===== src/rtl/sampler_pkg.sv =====
// Shared constants and FSM state type for the rejection sampler.
package sampler_pkg;

    localparam int unsigned Q_DEF     = 8380417;
    localparam int unsigned SBITS_DEF = 23;
    localparam int unsigned DEPTH_DEF = 4;

    typedef enum logic [1:0] {
        IDLE  = 2'd0,
        RUN   = 2'd1,
        DRAIN = 2'd2
    } state_e;

endpackage


===== src/rtl/sample_fifo.sv =====
// Power-of-two circular buffer for accepted samples; head is zero while empty.
module sample_fifo #(
    parameter int unsigned DEPTH = 4,
    parameter int unsigned W     = 23
) (
    input  logic                   clk,
    input  logic                   rst_n,
    input  logic                   push,
    input  logic [W-1:0]           wdata,
    input  logic                   pop,
    output logic [W-1:0]           rdata,
    output logic [$clog2(DEPTH):0] count,
    output logic                   empty,
    output logic                   full
);
    localparam int unsigned AW = $clog2(DEPTH);

    logic [W-1:0]  mem_q [DEPTH];
    logic [AW-1:0] wr_q, wr_d, rd_q, rd_d;
    logic [AW:0]   cnt_q, cnt_d;
    logic          do_push, do_pop;

    assign empty   = (cnt_q == '0);
    assign full    = (cnt_q == (AW+1)'(DEPTH));
    assign do_push = push && !full;
    assign do_pop  = pop && !empty;

    always_comb begin
        wr_d  = wr_q;
        rd_d  = rd_q;
        cnt_d = cnt_q;
        if (do_push) wr_d = wr_q + AW'(1);
        if (do_pop)  rd_d = rd_q + AW'(1);
        case ({do_push, do_pop})
            2'b10:   cnt_d = cnt_q + (AW+1)'(1);
            2'b01:   cnt_d = cnt_q - (AW+1)'(1);
            default: cnt_d = cnt_q;
        endcase
    end

    always_ff @(posedge clk or negedge rst_n) begin
        if (!rst_n) begin
            wr_q  <= '0;
            rd_q  <= '0;
            cnt_q <= '0;
        end else begin
            wr_q  <= wr_d;
            rd_q  <= rd_d;
            cnt_q <= cnt_d;
        end
    end

    always_ff @(posedge clk) begin
        if (do_push) mem_q[wr_q] <= wdata;
    end

    assign rdata = empty ? '0 : mem_q[rd_q];
    assign count = cnt_q;

endmodule


===== src/rtl/rand_reject_sampler.sv =====
// Batch rejection sampler: pulls raw words, keeps candidates below Q, buffers them in order.
module rand_reject_sampler
    import sampler_pkg::*;
#(
    parameter int unsigned DEPTH = DEPTH_DEF,
    parameter int unsigned Q     = Q_DEF,
    parameter int unsigned SBITS = SBITS_DEF
) (
    input  logic               clk,
    input  logic               rst_n,
    input  logic               start,
    input  logic [15:0]        num_samples,
    output logic               rand_en,
    input  logic signed [31:0] rand_num,
    output logic               smp_valid,
    input  logic               smp_ready,
    output logic [SBITS-1:0]   smp_data,
    output logic               busy,
    output logic               done,
    output logic [15:0]        reject_cnt
);
    localparam int unsigned    CW = $clog2(DEPTH) + 1;
    localparam logic [SBITS:0] QL = (SBITS+1)'(Q);

    state_e         state_q, state_d;
    logic [15:0]    n_q, n_d, acc_q, acc_d, rej_q, rej_d;
    logic           inflight_q, inflight_d;
    logic           done_q, done_d;
    logic [SBITS-1:0] cand;
    logic           cand_hit, fifo_push;
    logic [CW-1:0]  fifo_count;
    logic           fifo_empty, fifo_full;
    logic           unused_upper;

    assign cand         = rand_num[SBITS-1:0];
    assign unused_upper = ^rand_num[31:SBITS];
    assign cand_hit     = inflight_q && ({1'b0, cand} < QL);
    assign fifo_push    = cand_hit && !fifo_full;

    always_ff @(posedge clk or negedge rst_n) begin
        if (!rst_n) state_q <= IDLE;
        else        state_q <= state_d;
    end

    always_comb begin
        state_d = state_q;
        case (state_q)
            IDLE:    if (start && (num_samples != '0)) state_d = RUN;
            RUN:     if (acc_q == n_q)                 state_d = DRAIN;
            DRAIN:   if (fifo_empty)                   state_d = IDLE;
            default: state_d = IDLE;
        endcase
    end

    // At most one request outstanding; space is reserved for it before asking.
    always_comb begin
        busy    = (state_q != IDLE);
        rand_en = 1'b0;
        if (state_q == RUN) begin
            rand_en = (({1'b0, acc_q} + 17'(inflight_q)) < {1'b0, n_q}) &&
                      ((fifo_count + CW'(inflight_q)) < CW'(DEPTH));
        end
    end

    always_comb begin
        n_d        = n_q;
        acc_d      = acc_q;
        rej_d      = rej_q;
        inflight_d = rand_en;
        done_d     = 1'b0;
        if ((state_q == IDLE) && start) begin
            if (num_samples == '0) begin
                done_d = 1'b1;
            end else begin
                n_d   = num_samples;
                acc_d = '0;
                rej_d = '0;
            end
        end
        if (fifo_push) begin
            acc_d = acc_q + 16'd1;
        end else if (inflight_q && !cand_hit && (rej_q != '1)) begin
            rej_d = rej_q + 16'd1;
        end
        if ((state_q == DRAIN) && fifo_empty) done_d = 1'b1;
    end

    always_ff @(posedge clk or negedge rst_n) begin
        if (!rst_n) begin
            n_q        <= '0;
            acc_q      <= '0;
            rej_q      <= '0;
            inflight_q <= 1'b0;
            done_q     <= 1'b0;
        end else begin
            n_q        <= n_d;
            acc_q      <= acc_d;
            rej_q      <= rej_d;
            inflight_q <= inflight_d;
            done_q     <= done_d;
        end
    end

    sample_fifo #(
        .DEPTH (DEPTH),
        .W     (SBITS)
    ) u_fifo (
        .clk   (clk),
        .rst_n (rst_n),
        .push  (fifo_push),
        .wdata (cand),
        .pop   (smp_ready),
        .rdata (smp_data),
        .count (fifo_count),
        .empty (fifo_empty),
        .full  (fifo_full)
    );

    assign smp_valid  = !fifo_empty;
    assign done       = done_q;
    assign reject_cnt = rej_q;

endmodule


===== config.mk =====
export PLATFORM = sky130hd
export DESIGN_NAME = rand_reject_sampler
export DESIGN_NICKNAME = d
export VERILOG_FILES = /design/src/rtl/sampler_pkg.sv /design/src/rtl/sample_fifo.sv /design/src/rtl/rand_reject_sampler.sv
export SDC_FILE = /design/constraint.sdc
export NUM_CORES = 1
export LEC_CHECK = 0
export BUFFER_PORTS_ARGS = -buffer_cell sky130_fd_sc_hd__buf_2
export CAP_MARGIN = 10
export CORE_ASPECT_RATIO = 2
export CORE_MARGIN = 2
export CORE_UTILIZATION = 50
export CTS_CLUSTER_SIZE = 10
export DETAILED_ROUTE_END_ITERATION = 8
export GPL_TIMING_DRIVEN = 0
export PLACE_DENSITY = 0.78
export REMOVE_ABC_BUFFERS = 1
export SLEW_MARGIN = 20
export SYNTH_ARGS = -nofsm -noshare
export SYNTH_HDL_FRONTEND = slang
export SYNTH_SLANG_ARGS = --single-unit

===== constraint.sdc =====
create_clock -name clk -period 5.65 [get_ports clk]
set_input_delay 1.13 -clock clk [delete_from_list [all_inputs] [get_ports clk]]
set_output_delay 1.13 -clock clk [all_outputs]
set_load 0.1 [all_outputs]

==> metrics.md, run 1 <==
| Metric | Value |
|---|---|
| Clock-pin slew on the worst setup and hold paths | 70 ps |
| Yosys cell types | 54 |
| Worst Hold End | done$_DFF_PN0_ |
| Top cells by area, synth | edfxtp_1 37%, dfrtp_1 20%, mux4_2 7.0%, ha_1 4.1%, xor2_1 3.7% |
| Flops & latches, synth | 151 |
| DR iter-0 viols | 277 |
| # DRC | 0 |
| Critical Path Source Type | register |
| Hold WS | 479 ps |
| Num CTS Buffers | 17 |
| Max-slew headroom | 41.5% |
| HP Class | register to register |
| Register-to-Register Path Depth | 12 |
| Post-CTS Setup Inserts | 0 |
| Final Core Density | 58.4% |
| CTS tree | yes |
| Area grow syn2layout | 15.7% |
| Top cells by count, synth | 92 x edfxtp_1, 59 x dfrtp_1, 32 x nand2_1 |
| CTS root buf | clkbuf_16 |
| Core Area | 0.0147 mm2 |
| Comb pwr share | 44.0% |
| Pins over their slew limit | 0 |
| Htree depth | 4 |
| Worst-path maximum fanout | 7 |
| Via density | 5.71 |
| Crit Path Class | register to primary output |
| Post-Syn Area | 0.00741 mm2 |
| Max frequency | 0.191 GHz |
| Ys flop type | edfxtp_1 |
| Die area | 0.0159 mm2 |
| Die Width | 90.1 um |
| Row count | 63 |
| R2r endpoint | inflight_q$_DFF_PN0_ |
| Worst hold path depth | 1 |
| Via count | 4,835 |
| Switch Pwr | 2.26 mW |
| Worst Hold Launch | state_q[0]$_DFFE_PN0P_ |
| Antenna diode count | 0 |
| Hold Fails Final Rpt | 0 |
| Wirelength per Cell | 17.7 um |
| Hold buffers post-CTS | 0 |
| Post-synth ARST share | 39.1% |
| Initial antenna violation count | 0 |
| Starting density of the core | 50.5% |
| Largest net degree at the start of global routing | 60 |
| GPL Wtd Cong | 0.911 |
| Drt pass-1 iters | 5 |
| Clock share of power | 23.6% |
| Top-count cell post-synth | edfxtp_1 |
| Seq pwr share | 32.4% |
| EDFF count, synth | 92 |
| Yosys warnings | 0 |
| Avg Cell Area, Syn | 13.1 um2 |
| DP HPWL | 10,000 um |
| IO buf count | 85 |
| Leak pwr | 3.56 nW |
| Synth Instances | 567 |
| Total wire length | 15,000 um |
| Post-DRT Antenna Nets | 0 |
| Final setup skew | 13.4 ps |
| RSZ-0062 raised after global routing | no |
| Total GRT Usage | 19.9% |
| Worst Path Required | 4520 ps |
| Tot Pwr | 4.93 mW |
| Max_cap viols | 0 |
| Seq/Total Area, Yosys | 57.2% |
| Tcrit/Tclk final | 92.5% |
| Cell Pwr Density | 575 mW/mm2 |
| Final net count | 716 |
| Crit. End Element | primary output |
| Sw Share | 45.9% |
| Grt total ovfl | 0 |
| First-pass GRT wire length | 24,700 um |
| Peak VDD IR | 0.511 mV |
| CP arrival | 4100 ps |
| Critical R2R Launch | acc_q[0]$_DFFE_PN0P_ |
| Cts repair resizes | 0 |
| Vias in the first global route | 4,829 |
| Worst reg2reg setup slack | 2360 ps |
| Outcome | completed |
| Clock Latency Late Sink | 430 ps |
| Final Setup Violations | 0 |
| # IOs | 95 |
| Clk sinks | 151 |
| Cell taking the most area after synthesis | edfxtp_1 |
| Min Tclk post-route | 5230 ps |
| Worst-Margin Slew | 877 ps |
| CTS max path bufs | 2 |
| Share of post-route cells with drive strength above 1 | 26.5% |
| Area share of the largest cell type after synthesis | 37.3% |
| Internal power | 2.66 mW |
| Die height | 176 um |
power by group through the flow:
stage                     registers, mW  clock network [mW]  logic, mW
after global routing               1.63                1.22       2.33
final                              1.60                1.16       2.17
after detailed placement           1.62                   0       2.18
after global placement             1.64                   0       2.11
after CTS                          1.60                1.18       2.19
after floorplan                    1.57                   0       1.78
critical path, stage by stage, from the launching register on:
cell and delay [ps]:
dfrtp_1 470, ha_1 240, ha_1 200, nand3_1 160
or2_2 370, nor2_1 130, xor2_1 210, ha_1 270
a21o_1 190, a21o_1 170, a221oi_1 310, nor2_1 70
nor3_1 360, buf_2 510
cell usage in the layout, fill, tap and decap left out, types with 10 or more instances in the layout:
| cell | count |
|---|---|
| nand3_1 | 23 |
| xor2_1 | 31 |
| nor4_1 | 14 |
| nand2_1 | 32 |
| and3_1 | 14 |
| nand4_1 | 10 |
| o21ai_0 | 11 |
| clkbuf_16 | 17 |
| ha_1 | 24 |
| inv_1 | 26 |
| and2_1 | 27 |
| nor2_1 | 19 |
| mux2_2 | 17 |
| xnor2_1 | 12 |
| buf_2 | 84 |
| nor3_1 | 12 |
| dfrtp_1 | 57 |
| mux4_2 | 23 |
| edfxtp_1 | 92 |
registers in the layout, indices dropped and copies added, names as in the netlist, 2 cells and up:
register / cells
reject_cnt: 16
u_fifo.wr_q: 2
acc_q: 16
state_q: 2
u_fifo.mem_q: 92
n_q: 16
u_fifo.count: 3
u_fifo.rd_q: 2
worst max path at each step:
stage	from	to	slack [ps]	depth (start not counted)
5_1_grt	acc_q[0]$_DFFE_PN0P_	rand_en	160	12
3_5_place_dp	acc_q[0]$_DFFE_PN0P_	rand_en	750	12
2_1_floorplan	acc_q[0]$_DFFE_PN0P_	rand_en	-140	11
3_3_place_gp	acc_q[0]$_DFFE_PN0P_	rand_en	720	12
4_1_cts	acc_q[0]$_DFFE_PN0P_	rand_en	270	12
6_report	acc_q[0]$_DFFE_PN0P_	rand_en	420	13
routing by layer:
layer	vias up	GRT usage, %	share of wire (%)
li1	2267	-	-
met1	2411	25.2	42
met2	131	33.3	51
met3	26	3.67	4.5
met4	0	8.85	2.5
met5	-	0	0
stage by stage:
stage | setup TNS [ps] | std cells | area, um2 | setup WS, ps
floorplan | -138 | 534 | 7240 | -138
global placement | 0 | 814 | 7910 | 724
finish | 0 | 847 | 8570 | 423
global route | 0 | 847 | 8570 | 161
CTS | 0 | 847 | 8560 | 272
detailed placement | 0 | 815 | 7950 | 747
final cells by class:
type	instances	area (um2)
fill	1184	6090
clock buffer	17	425
tap	195	244
clock inverter	15	184
sequential	151	4240
timing repair buffer	86	448
inverter	27	101
multi-input combinational	356	2920
logic make-up after synthesis:
family | Yosys count | synth area share, %
flops | 151 | 57.2
fa+ha+maj | 25 | 4.32
mux | 41 | 9.71
buf+inv | 60 | 3.68
xor+xnor | 43 | 5.08
compound gates | 60 | 6.05
simple gates | 187 | 13.9
Note: power is estimated with default switching activity, not from simulation.
==> inputs of run 2 (changes only) <==
- SYNTH_HIERARCHICAL: unset -> 1
==> run 2 against run 1 <==
  * Power increased by 0.85%
  * Combinational power increased by 3%
  * Sequential power about the same
  * First-iteration DRC count decreased by 12%
  * Fmax increased by 1.5%
  * Synthesized cell count increased by 4.4%
  * Routed wire length increased by 10%
  * Utilization increased by 0.21 points
  * Critical path type unchanged
  * Critical endpoint unchanged
  * Largest power group unchanged
==> metrics.md, run 2 <==
| Metric | Value |
|---|---|
| Most common cell after layout, fill and taps aside | edfxtp_1 |
| Critical Path Source Type | register |
| Cts repair resizes | 0 (unchanged) |
| First-pass GRT wire length | 26,500 um (+7.4%) |
| Leak pwr | 3.63 nW (+1.9%) |
| Final Setup Violations | 0 (unchanged) |
| EDFF count, synth | 92 (unchanged) |
| Top cells by count, synth | 92 x edfxtp_1, 59 x dfrtp_1, 44 x nand2_1 |
| Final setup margin | 498 ps (+75.2 ps) |
| Worst Path Required | 4520 ps (about the same) |
| Avg Cell Area, Syn | 12.7 um2 (-2.5%) |
| GPL Wtd Cong | 0.923 (+1.4%) |
| Outcome | completed |
| Ys flop type | edfxtp_1 |
| Post-synth ARST share | 39.1% (unchanged) |
| Post-CTS Setup Inserts | 0 (unchanged) |
| Total GRT Usage | 21.4% (+1.5 points) |
| Yosys warnings | 6 (+6) |
| Post-route setup TNS | 0 ps (unchanged) |
| Via density | 5.82 (+1.9%) |
| Die area | 0.0161 mm2 (+1.7%) |
| Wirelength per Cell | 18.9 um (+6.8%) |
| Clock-pin slew on the worst setup and hold paths | 70 ps (about the same) |
| # IOs | 95 (unchanged) |
| Total wire length | 16,600 um (+10%) |
| Max frequency | 0.194 GHz (+1.5%) |
| CTS tree | yes |
| Post-DRT Antenna Nets | 0 (unchanged) |
| Starting density of the core | 50.9% (+0.35 points) |
| Die height | 178 um (+0.86%) |
| Antenna diode count | 0 (unchanged) |
| Hold buffers post-CTS | 0 (unchanged) |
| Multiplexer share of the synthesized area | 7.59% (-2.1 points) |
| Clk sinks | 151 (unchanged) |
| Num CTS Buffers | 17 (unchanged) |
| # DRC | 0 (unchanged) |
| Max-slew headroom | 30.4% (-11 points) |
| Worst-path maximum fanout | 5 (-2) |
| HP Class | register to register |
| CTS root buf | clkbuf_16 |
| Top-count cell post-synth | edfxtp_1 |
| Worst-Margin Slew | 1040 ps (+167 ps) |
| Max_cap viols | 0 (unchanged) |
| Seq/Total Area, Yosys | 56.2% (-1.0 points) |
| CP startpoint | inflight_q$_DFF_PN0_ |
| RSZ-0062 raised after global routing | no |
| Vias in the first global route | 5,195 (+7.6%) |
| Worst Hold Launch | state_q[0]$_DFFE_PN0P_ |
| Pins over their slew limit | 0 (unchanged) |
| Min Tclk post-route | 5150 ps (-75.2 ps) |
| CTS max path bufs | 2 (unchanged) |
| CP arrival | 4020 ps (-80 ps) |
| Row count | 63 (unchanged) |
| Via count | 5,096 (+5.4%) |
| Crit Path Class | register to primary output |
| Hold Fails Final Rpt | 0 (unchanged) |
| Tcrit/Tclk final | 91.2% (-1.3 points) |
| Peak VDD IR | 0.360 mV (-30%) |
| Critical R2R Launch | inflight_q$_DFF_PN0_ |
| Final setup skew | 15.8 ps (+2.39 ps) |
| Initial antenna violation count | 0 (unchanged) |
| Place WS | 1000 ps (+256 ps) |
| Synth Area in Compound Gates | 7.45% (+1.4 points) |
| DP HPWL | 12,000 um (+20%) |
| Crit. End Element | primary output |
| Top cells by area, synth | edfxtp_1 37%, dfrtp_1 20%, mux4_2 6.9%, ha_1 4.0%, xnor2_1 3.5% |
| Post-Syn Area | 0.00754 mm2 (+1.8%) |
| Largest net degree at the start of global routing | 60 (unchanged) |
| Main combinational cell family by area after synthesis | simple AND/OR/NAND/NOR gates |
| Core Area | 0.0148 mm2 (+1.1%) |
| Synth Area in XOR/XNOR | 4.76% (-0.32 points) |
| Grt total ovfl | 0 (unchanged) |
| Yosys cell types | 60 (+11%) |
| Flops & latches, synth | 151 (unchanged) |
| Placed cell count | 844 (+3.6%) |
| Final net count | 745 (+4.1%) |
| IO buf count | 85 (unchanged) |
| Area share of the largest cell type after synthesis | 36.6% (-0.65 points) |
| Cell taking the most area after synthesis | edfxtp_1 |
| Drt pass-1 iters | 5 (unchanged) |
| Largest Register | u_fifo/mem_q |
| Share of post-route cells with drive strength above 1 | 25.7% (-0.84 points) |
| Cell Pwr Density | 572 mW/mm2 (-0.57%) |
| Synth Instances | 592 (+4.4%) |
| Area grow syn2layout | 15.3% |
| Final cell count without fillers | 876 (+3.4%) |
| Post-Synth Adder-Cell Area | 4.25% (-0.075 points) |
| Clock Latency Late Sink | 430 ps (about the same) |
| Synth Area in Simple Gates | 15.8% (+1.9 points) |
| Fill count | 1,212 (+2.4%) |
| DR iter-0 viols | 245 (-12%) |
| Max FFs per register | 92 (unchanged) |
| Die Width | 90.8 um (+0.84%) |
| Htree depth | 4 (unchanged) |
| Commonest cells after routing, fill and taps aside | 92 x edfxtp_1, 84 x buf_2, 57 x dfrtp_1, 44 x nand2_1, 31 x o21ai_0 |
run 2: critical path, stage by stage (launching register included):
cell and delay [ps]:
dfrtp_1 510, ha_1 230, ha_1 250, nand2_1 90
nor4_1 510, nand2_1 170, xnor2_1 160, ha_1 300
a21o_1 160, a2111oi_0 360, o21ai_0 180, a21oi_1 200
buf_2 460
run 2: cell families after synthesis:
logic type	after synthesis
and+or+nand+nor	202
DFF	151
muxes	28
buffers and inverters	58
xor gates and xnor gates	41
adders and majority gates	25
AOI/OAI and AO/OA	87
run 2: power breakdown:
group	leakage, nW	internal, mW	switching, mW	total, mW
clock	0.290	0.596	0.517	1.11
combinational	1.79	0.608	1.63	2.24
sequential	1.55	1.43	0.187	1.62
run 2: path summary, 6_finish.rpt:
check,slack [ps],depth (start not counted),end
hold reg to reg,530,1,done$_DFF_PN0_
setup reg to reg,2420,11,inflight_q$_DFF_PN0_
hold / removal,530,1,done$_DFF_PN0_
max in group asynchronous,4310,1,u_fifo/rd_q[1]$_DFFE_PN0P_
setup / recovery,500,12,rand_en
min in group asynchronous,770,1,n_q[12]$_DFFE_PN0P_
run 2: area by class of cell:
type                       instances  area [um2]  share of cell area, %
inverter                          27         101                   1.17
multi-input combinational        383        3020                   34.7
tap                              195         244                   2.81
clock buffer                      17         425                   4.90
clock inverter                    15         185                   2.13
sequential                       151        4240                   48.8
timing repair buffer              88         474                   5.46
run 2: layer usage:
| layer | track usage [%] | vias up | wire length (um) |
|---|---|---|---|
| li1 | - | 2354 | - |
| met4 | 8.21 | 0 | 409 |
| met1 | 21.7 | 2542 | 5770 |
| met3 | 4.20 | 36 | 670 |
| met5 | 0 | - | 0 |
| met2 | 42.2 | 164 | 9730 |
run 2: stage by stage:
step	power [mW]	hold WS (ps)	util, %	instance area (um2)
after CTS	5.01	522	58.6	8690
after floorplan	3.44	467	-	7350
after global routing	5.18	546	58.6	8690
after global placement	3.80	482	54.1	8020
after detailed placement	3.89	509	54.5	8080
final	4.97	530	58.6	8690
==> inputs of run 3 (changes only) <==
- PLACE_DENSITY: 0.78 -> 0.71
==> run 3 against run 2 <==
  * Register-to-register slack got worse by 40 ps
  * Setup slack got worse by 46 ps
  * Highest routed layer unchanged
  * Power grew 3.7%
  * Critical endpoint unchanged
==> metrics.md, run 3 (synthesis gave the netlist of run 2 again) <==
| Metric | Value |
|---|---|
| DP HPWL | 11,400 um (-5.0%) |
| Clock Latency Late Sink | 420 ps (about the same) |
| Worst-Margin Slew | 796 ps (-249 ps) |
| Hold buffers post-CTS | 0 (unchanged) |
| Final setup skew | 8.23 ps (-7.61 ps) |
| CP arrival | 4070 ps (+50 ps) |
| Worst Path Required | 4520 ps (about the same) |
| DR iter-0 viols | 300 (+22%) |
| Antenna diode count | 0 (unchanged) |
| Hold Fails Final Rpt | 0 (unchanged) |
| Commonest cells after routing, fill and taps aside | 92 x edfxtp_1, 84 x buf_2, 57 x dfrtp_1, 44 x nand2_1, 31 x o21ai_0 |
| Initial antenna violation count | 0 (unchanged) |
| Total wire length | 16,200 um (-2.5%) |
| Total GRT Usage | 21.1% (-0.30 points) |
| Htree depth | 4 (unchanged) |
| Worst-path maximum fanout | 5 (unchanged) |
| Max frequency | 0.192 GHz (-0.88%) |
| GPL Wtd Cong | 0.848 (-8.1%) |
| Via count | 5,031 (-1.3%) |
| Num CTS Buffers | 17 (unchanged) |
| Fill count | 1,252 (+3.3%) |
| FF/Latch Area | 0.00424 mm2 (unchanged) |
| Final Core Density | 59.2% (+0.59 points) |
| Max FFs per register | 92 (unchanged) |
| # IOs | 95 (unchanged) |
| Starting density of the core | 50.9% (unchanged) |
| Critical Path Source Type | register |
| Largest net degree at the start of global routing | 60 (unchanged) |
| First-pass GRT wire length | 26,300 um (-0.91%) |
| Crit. End Element | primary output |
| Post-CTS Setup Inserts | 0 (unchanged) |
| Share of post-route cells with drive strength above 1 | 25.5% (-0.18 points) |
| Final net count | 746 (+0.13%) |
| Max_cap viols | 0 (unchanged) |
| Drt pass-1 iters | 4 (-1) |
| Outcome | completed |
| Placed cell count | 844 (unchanged) |
| Post-DRT Antenna Nets | 0 (unchanged) |
| Tcrit/Tclk final | 92.0% (+0.81 points) |
| Max-slew headroom | 47.0% (+17 points) |
| Critical path's largest stage delay | 490 ps (-20 ps) |
| Area grow syn2layout | 16.4% |
| Via density | 5.74 (-1.4%) |
| CTS root buf | clkbuf_16 |
| Die Width | 90.8 um (unchanged) |
| # DRC | 0 (unchanged) |
| CTS max path bufs | 2 (unchanged) |
| Clk sinks | 151 (unchanged) |
| Most common cell after layout, fill and taps aside | edfxtp_1 |
| Peak VDD IR | 0.371 mV (+3.1%) |
| Cts repair resizes | 0 (unchanged) |
| Final cell count without fillers | 877 (+0.11%) |
| IO buf count | 85 (unchanged) |
| Die area | 0.0161 mm2 (unchanged) |
| Cell Pwr Density | 587 mW/mm2 (+2.6%) |
| Area of the multi-input gates | 0.00302 mm2 (unchanged) |
| RSZ-0062 raised after global routing | no |
| Crit-path most repeated cell | ha_1 |
| Vias in the first global route | 5,309 (+2.2%) |
| Die height | 178 um (unchanged) |
| Wirelength per Cell | 18.4 um (-2.6%) |
| Critical path cell sequence | ha_1 > ha_1 > nand2_1 > nor4_1 > nand2_1 > xnor2_1 > ha_1 > a21o_1 > a2111oi_0 > o21ai_0 > a21oi_1 > buf_2 |
| Crit Path Class | register to primary output |
| CTS tree | yes |
| Final Setup Violations | 0 (unchanged) |
| Min Tclk post-route | 5200 ps (+45.6 ps) |
| HP Class | register to register |
| Row count | 63 (unchanged) |
| Largest Register | u_fifo/mem_q |
| Clock-pin slew on the worst setup and hold paths | 60 ps (about the same) |
| Core Area | 0.0148 mm2 (unchanged) |
| Post-route setup TNS | 0 ps (unchanged) |
| Grt total ovfl | 0 (unchanged) |
| Slowest cell on the critical path | dfrtp_1 |
| Leak pwr | 3.67 nW (+1.2%) |
| Pins over their slew limit | 0 (unchanged) |
run 3: critical path, delay by kind of cell, from the launching register on:
family,cells,cell delay (ps)
AOI/OAI and AO/OA,4,1040
xor gates and xnor gates,1,170
adders and majority gates,3,750
buffers and inverters,1,470
DFF,1,490
and+or+nand+nor,3,710
run 3: power breakdown:
group          internal, mW  total, mW  switching, mW
Clock                 0.832       1.28          0.450
Sequential             1.43       1.63          0.201
Combinational         0.618       2.24           1.62
Total                  2.88       5.15           2.27
run 3: final timing paths:
path,startpoint,end,slack [ps],depth (start not counted)
worst max-delay path,inflight_q$_DFF_PN0_,rand_en,450,12
worst max register to register,inflight_q$_DFF_PN0_,inflight_q$_DFF_PN0_,2380,11
worst min-delay path,state_q[0]$_DFFE_PN0P_,done$_DFF_PN0_,530,1
max in group asynchronous,rst_n,u_fifo/rd_q[0]$_DFFE_PN0P_,4280,1
worst min register to register,state_q[0]$_DFFE_PN0P_,done$_DFF_PN0_,530,1
min in group asynchronous,rst_n,reject_cnt[12]$_DFF_PN0_,780,1
run 3: metrics by stage:
stage	hold WS (ps)	area [um2]	power (mW)	worst slack (ps)
floorplan	467	7350	3.44	629
global placement	491	8020	3.82	936
detailed placement	515	8090	3.91	969
CTS	529	8760	5.19	502
global route	556	8780	5.36	207
finish	529	8780	5.15	452
run 3: layout make-up:
class | instances | area share, %
well taps | 195 | 2.78
multi-input cells | 383 | 34.4
repair buffers | 89 | 5.66
clock buffers | 17 | 4.85
inverters | 27 | 1.15
flip-flops and latches | 151 | 48.3
clock inverters | 15 | 2.85
run 3: metal layers:
metal	GRT usage, %	up-vias	part of all wire (%)
met5	0	-	0
met4	10.4	0	3.9
met3	4.33	47	3.5
met2	40.0	140	56
met1	21.7	2509	36
li1	-	2335	-
